==> src/rtl/fetch_unit_if.sv <==
// Instruction-memory port of the fetch stage.
// Handshake: the fetch side raises imem_req with a stable imem_addr and keeps
// both unchanged until imem_ready=1; the transfer happens on the rising edge
// where imem_req && imem_ready, and imem_rdata is valid in that same cycle.
interface fetch_unit_if #(
    parameter int PC_W  = 9,
    parameter int INS_W = 32
);
    logic             imem_req;
    logic [PC_W-1:0]  imem_addr;
    logic             imem_ready;
    logic [INS_W-1:0] imem_rdata;

    modport master (
        output imem_req,
        output imem_addr,
        input  imem_ready,
        input  imem_rdata
    );

    modport slave (
        input  imem_req,
        input  imem_addr,
        output imem_ready,
        output imem_rdata
    );
endinterface

==> src/rtl/fetch_unit.sv <==
// Instruction-fetch stage: owns the PC, requests words from instruction
// memory, fills the IF/ID register, parks a word in a skid buffer on stall,
// and discards wrong-path work on a branch-unit redirect.
module fetch_unit #(
    parameter int PC_W  = 9,
    parameter int INS_W = 32
) (
    input  logic              clk,
    input  logic              reset,
    input  logic              PcSel,
    input  logic [31:0]       BrPC,
    input  logic              Stall,
    fetch_unit_if.master      imem,
    output logic [PC_W-1:0]   IfId_PC,
    output logic [INS_W-1:0]  IfId_Instr,
    output logic              IfId_Valid,
    output logic [1:0]        dbg_state
);

    typedef enum logic [1:0] {
        S_IDLE = 2'd0,
        S_REQ  = 2'd1,
        S_HOLD = 2'd2,
        S_DROP = 2'd3
    } state_t;

    state_t           state_q, state_d;
    logic [PC_W-1:0]  pc_q, pc_d;
    logic [PC_W-1:0]  old_addr_q, old_addr_d;
    logic [PC_W-1:0]  skid_pc_q, skid_pc_d;
    logic [INS_W-1:0] skid_instr_q, skid_instr_d;
    logic [PC_W-1:0]  ifid_pc_q, ifid_pc_d;
    logic [INS_W-1:0] ifid_instr_q, ifid_instr_d;
    logic             ifid_valid_q, ifid_valid_d;

    logic             accept;
    logic [PC_W-1:0]  redirect_pc;
    logic             unused_brpc_bits;

    // Redirect targets are word aligned and confined to the PC range.
    assign redirect_pc      = {BrPC[PC_W-1:2], 2'b00};
    assign unused_brpc_bits = ^{BrPC[31:PC_W], BrPC[1:0]};

    // While DROP waits out the stale response the old address must stay on the bus.
    assign imem.imem_req  = (state_q == S_REQ) || (state_q == S_DROP);
    assign imem.imem_addr = (state_q == S_DROP) ? old_addr_q : pc_q;
    assign accept         = imem.imem_req && imem.imem_ready;

    assign IfId_PC    = ifid_pc_q;
    assign IfId_Instr = ifid_instr_q;
    assign IfId_Valid = ifid_valid_q;
    assign dbg_state  = state_q;

    // Next-state, PC, skid buffer and IF/ID update; redirect overrides everything.
    always_comb begin
        state_d      = state_q;
        pc_d         = pc_q;
        old_addr_d   = old_addr_q;
        skid_pc_d    = skid_pc_q;
        skid_instr_d = skid_instr_q;
        ifid_pc_d    = ifid_pc_q;
        ifid_instr_d = ifid_instr_q;
        ifid_valid_d = ifid_valid_q;

        if (PcSel) begin
            pc_d         = redirect_pc;
            ifid_valid_d = 1'b0;
            case (state_q)
                S_REQ: begin
                    if (!accept) begin
                        old_addr_d = pc_q;
                        state_d    = S_DROP;
                    end
                end
                S_DROP: begin
                    if (accept) state_d = S_REQ;
                end
                default: state_d = S_REQ;
            endcase
        end else begin
            case (state_q)
                S_IDLE: state_d = S_REQ;
                S_REQ: begin
                    if (accept) begin
                        pc_d = pc_q + PC_W'(4);
                        if (Stall) begin
                            skid_pc_d    = pc_q;
                            skid_instr_d = imem.imem_rdata;
                            state_d      = S_HOLD;
                        end else begin
                            ifid_pc_d    = pc_q;
                            ifid_instr_d = imem.imem_rdata;
                            ifid_valid_d = 1'b1;
                        end
                    end else if (!Stall) begin
                        // Nothing arrived and decode moves on: present a bubble.
                        ifid_valid_d = 1'b0;
                    end
                end
                S_HOLD: begin
                    if (!Stall) begin
                        ifid_pc_d    = skid_pc_q;
                        ifid_instr_d = skid_instr_q;
                        ifid_valid_d = 1'b1;
                        state_d      = S_REQ;
                    end
                end
                S_DROP: begin
                    if (!Stall) ifid_valid_d = 1'b0;
                    if (accept) state_d = S_REQ;
                end
                default: state_d = S_IDLE;
            endcase
        end
    end

    // State registers with asynchronous reset.
    always_ff @(posedge clk or posedge reset) begin
        if (reset) begin
            state_q      <= S_IDLE;
            pc_q         <= '0;
            old_addr_q   <= '0;
            skid_pc_q    <= '0;
            skid_instr_q <= '0;
            ifid_pc_q    <= '0;
            ifid_instr_q <= '0;
            ifid_valid_q <= 1'b0;
        end else begin
            state_q      <= state_d;
            pc_q         <= pc_d;
            old_addr_q   <= old_addr_d;
            skid_pc_q    <= skid_pc_d;
            skid_instr_q <= skid_instr_d;
            ifid_pc_q    <= ifid_pc_d;
            ifid_instr_q <= ifid_instr_d;
            ifid_valid_q <= ifid_valid_d;
        end
    end

endmodule
==> src/flat_wrapper.sv <==
// flat-port wrapper written by rule: the top's interface ports become plain ports
module fetch_unit_flat 
#(
    parameter int PC_W  = 9,
    parameter int INS_W = 32
)
  (clk, reset, PcSel, BrPC, Stall, IfId_PC, IfId_Instr, IfId_Valid, dbg_state, imem_imem_req, imem_imem_addr, imem_imem_ready, imem_imem_rdata);
  fetch_unit_if #(.PC_W(PC_W), .INS_W(INS_W)) imem_i ();
  input  logic clk;
  input  logic reset;
  input  logic PcSel;
  input  logic [31:0] BrPC;
  input  logic Stall;
  output logic [PC_W-1:0] IfId_PC;
  output logic [INS_W-1:0] IfId_Instr;
  output logic IfId_Valid;
  output logic [1:0] dbg_state;
  output wire logic [$bits(imem_i.imem_req)-1:0] imem_imem_req;
  output wire logic [$bits(imem_i.imem_addr)-1:0] imem_imem_addr;
  input wire logic [$bits(imem_i.imem_ready)-1:0] imem_imem_ready;
  input wire logic [$bits(imem_i.imem_rdata)-1:0] imem_imem_rdata;
  assign imem_imem_req = imem_i.imem_req;
  assign imem_imem_addr = imem_i.imem_addr;
  assign imem_i.imem_ready = imem_imem_ready;
  assign imem_i.imem_rdata = imem_imem_rdata;
  fetch_unit #(.PC_W(PC_W), .INS_W(INS_W)) u_core (.clk(clk), .reset(reset), .PcSel(PcSel), .BrPC(BrPC), .Stall(Stall), .imem(imem_i), .IfId_PC(IfId_PC), .IfId_Instr(IfId_Instr), .IfId_Valid(IfId_Valid), .dbg_state(dbg_state));
endmodule
==> config.mk <==
export PLATFORM = sky130hd
export DESIGN_NAME = fetch_unit_flat
export DESIGN_NICKNAME = d
export VERILOG_FILES = /design/src/rtl/fetch_unit_if.sv /design/src/rtl/fetch_unit.sv /design/src/flat_wrapper.sv
export SDC_FILE = /design/constraint.sdc
export NUM_CORES = 1
export LEC_CHECK = 0
export CAP_MARGIN = 15
export CORE_MARGIN = 8
export CORE_UTILIZATION = 40
export CTS_CLUSTER_DIAMETER = 30
export DETAILED_ROUTE_END_ITERATION = 10
export DONT_BUFFER_PORTS = 1
export REMOVE_ABC_BUFFERS = 1
export SLEW_MARGIN = 10
export SYNTH_ARGS = -nofsm -noshare
export SYNTH_HDL_FRONTEND = slang
export SYNTH_SLANG_ARGS = --single-unit
export TNS_END_PERCENT = 5
==> constraint.sdc <==
create_clock -name clk -period 4.4 [get_ports clk]
set_clock_uncertainty 0.1 [all_clocks]
set_input_delay 0.88 -clock clk [delete_from_list [all_inputs] [get_ports clk]]
set_output_delay 0.88 -clock clk [all_outputs]
set_load 0.005 [all_outputs]
==> results.txt <==
Seq cells post-synth: 95
Worst VDD drop: 0.000234 V
Die Wd: 120 um
Cts hold-fix bufs: 0
Max Cap Viol: 0
Fin. Hold Viols: 0
First-pass GRT wire length: 13700 um
Clock slew at reported path FFs: 0.09 ns
Total setup buffers inserted after CTS: 0
Startpoint Class: flip-flop
Antenna cells: 0
Hpwl dp: 5680 um
WP buf/inv: 0
Setup TNS: 0 ns
Synth area leaders: dfrtp_1, mux2_2, buf_4
Max Buffers Root-to-Sink: 2
Worst reg2reg path endpoint: u_core.skid_instr_q[14]$_DFFE_PP0P_
Final cycle utilization of the critical path: 61.2%
Part of the power in registers: 57.5%
Post-place setup slack: 1.66 ns
Initial DRC Count: 85
CP Cell Sequence: nand2_1 -> mux2_2
Synthesized cell area: 0.00435 sq mm
Clk_lat worst skew: 0.35 ns
Area taken by multi-input logic gates: 0.00185 sq mm
DR vias: 2336
Slowest-stage cell, CP: dfrtp_1
CP top delay family: flip-flops
Routed vias/inst: 5.29
Initial antenna violation count: 0
Layout Nets: 367
Final Util: 43.2%
CP endpoint kind: output port
Clock share of power: 25.7%
Min-Delay Endpoint: u_core.old_addr_q[8]$_DFFE_PP0P_
Die H: 120 um
Pint: 1.66 mW
Initial Util: 40.5%
Layout area overhead: 6.64%
Measured slew at the worst slew-check pin: 1.00 ns
Wire length per cell: 19.5 um
Final Max Tran Viols: 0
Launching point of the worst reg2reg path: u_core.dbg_state[0]$_DFFE_PP0P_
Vias in the first global route: 2471
Clock Tree Root: clkbuf_8
Minimum clock period: 2.69 ns
Fmax: 0.371 GHz
CP Max Fanout: 11
Post-route DRC: 0
Switching Share: 27.0%
CTS Sinks: 95
Post-Synthesis Cells: 301
Number of CTS-inserted buffers: 9
Seq. cell area: 0.00238 sq mm
Yosys synthesis warning count: 0
CTS tree: built
Register-to-register setup slack: 1.87 ns
Final ANT Viol Nets: 0
Share of cells above drive strength 1: 52.0%
Slew headroom: 33.0%
Ys flop type: dfrtp_1
Post-Syn Area per Cell: 14.5 sq um
GR Overflow Total: 0
Worst setup path category: reg2out
Crit path DAT: 1.71 ns
Async SR Flop Fraction: 100%
CTS resizes: 0
FF-to-FF path depth: 4
Total core area: 0.0107 sq mm
I/O pin total: 123
# rows: 38
Synth top area share: 54.6%
Final worst slack: 1.71 ns
Die Area: 0.0145 sq mm
EDFF count, synth: 0
Drt pass-1 iters: 4
Req. time, crit path: 3.42 ns
Largest net degree at the start of global routing: 81
Switching Power: 615 uW
Gate power share: 16.9%
Pwr Density: 490 mW/mm^2
Synth cell types: 31
Routed WL: 8630 um
Number of port buffers: 0
Total Routing Usage GR: 12.1%
Status: completed
Placer Congestion: 0.724
Critical path's largest stage delay: 0.65 ns
Seq/Total Area, Yosys: 54.6%
Unrepaired setup endpoints after global routing: no
Layout fillers: 1002
Worst hold path class: reg2reg
WHS Path Cells: 1
# setup viols final: 0
LEAKAGE: 1.91 nW
Hold Crit Start: u_core.old_addr_q[8]$_DFFE_PP0P_
Cell accounting for the most synthesized area: dfrtp_1
CTS HTree Levels: 3
## cell usage after synthesis, drive strengths merged (2+ instances only)
library cell and instances:
or4 3, mux2i 2, o21ai 5, nor2b 2
clkbuf 2, buf 20, o31ai 2, mux2 131
nand2 8, nand3 3, xor2 2, nor2 5
dfrtp 95, a31oi 3, inv 2, nand2b 4
## metal layers
metal / GRT usage (%) / vias up / wire length [um]
li1: - / 1057 / -
met1: 15.0 / 1210 / 3700
met2: 18.9 / 61 / 4060
met3: 4.62 / 8 / 756
met4: 4.68 / 0 / 116
met5: 0 / - / 0
## flip-flops by register name (all words and copies together) (netlist names)
| register | count |
|---|---|
| u_core.IfId_Instr | 32 |
| u_core.IfId_PC | 7 |
| u_core.IfId_Valid | 1 |
| u_core.dbg_state | 2 |
| u_core.old_addr_q | 7 |
| u_core.pc_q | 7 |
| u_core.skid_instr_q | 32 |
| u_core.skid_pc_q | 7 |
## cell type report
class | count | area share (%)
inverter | 2 | 0.216
sequential | 95 | 51.2
timing repair buffer | 4 | 0.647
multi-input combinational | 185 | 39.9
clock buffer | 11 | 3.05
tap | 140 | 3.77
clock inverter | 5 | 1.21
## power groups by stage
stage          combinational [mW]  clock [mW]  sequential (mW)
2_1_floorplan               0.336           0             1.27
3_3_place_gp                0.377           0             1.33
3_5_place_dp                0.393           0             1.34
4_1_cts                     0.394       0.612             1.32
5_1_grt                     0.427       0.644             1.35
6_report                    0.384       0.584             1.31
## metrics by stage
step / power [mW] / instances / instance area [sq um] / hold WS, ns
after floorplan: 1.61 / 282 / 4220 / 0.375
after global placement: 1.70 / 426 / 4450 / 0.383
after detailed placement: 1.73 / 426 / 4450 / 0.391
after CTS: 2.32 / 442 / 4640 / 0.413
after global routing: 2.42 / 442 / 4640 / 0.423
final: 2.28 / 442 / 4640 / 0.409
## cell families (layout without fill, tap and decap cells)
logic type | after synthesis | in the layout | synth area share [%]
multiplexers | 133 | 133 | 34.3
flip-flops | 95 | 95 | 54.6
AND/OR/NAND/NOR | 30 | 30 | 4.34
buffers and inverters | 24 | 22 | 3.62
AO/OA/AOI/OAI | 15 | 15 | 2.33
XOR/XNOR | 2 | 2 | 0.402
adder cells (fa/ha/maj) | 1 | 1 | 0.287
other | 1 | 4 | 0.0861
## worst max path at each step
stage | startpoint | to | depth (start not counted)
floorplan | reset | u_core.IfId_Instr[0]$_DFFE_PP0P_ | 1
global placement | imem_imem_ready | u_core.skid_instr_q[19]$_DFFE_PP0P_ | 4
detailed placement | imem_imem_ready | u_core.skid_instr_q[4]$_DFFE_PP0P_ | 4
CTS | u_core.dbg_state[0]$_DFFE_PP0P_ | imem_imem_addr[5] | 2
global route | u_core.dbg_state[0]$_DFFE_PP0P_ | imem_imem_addr[5] | 2
finish | u_core.dbg_state[0]$_DFFE_PP0P_ | imem_imem_addr[5] | 2
## cell usage in the layout, fill, tap and decap left out, types with 2 or more instances in the layout
| cell | synthesis | routed |
|---|---|---|
| a31oi_1 | 3 | 3 |
| buf_4 | 7 | 4 |
| clkbuf_8 | 0 | 10 |
| clkinv_2 | 0 | 2 |
| conb_1 | 1 | 4 |
| dfrtp_1 | 95 | 95 |
| mux2_2 | 131 | 131 |
| mux2i_1 | 2 | 2 |
| nand2_1 | 8 | 8 |
| nand2b_1 | 4 | 4 |
| nand3_1 | 3 | 3 |
| nor2_1 | 5 | 4 |
| o21ai_0 | 5 | 5 |
| o31ai_1 | 2 | 2 |
| or4_1 | 3 | 3 |
| xor2_1 | 2 | 2 |
Power figures use the tool's default switching activity.
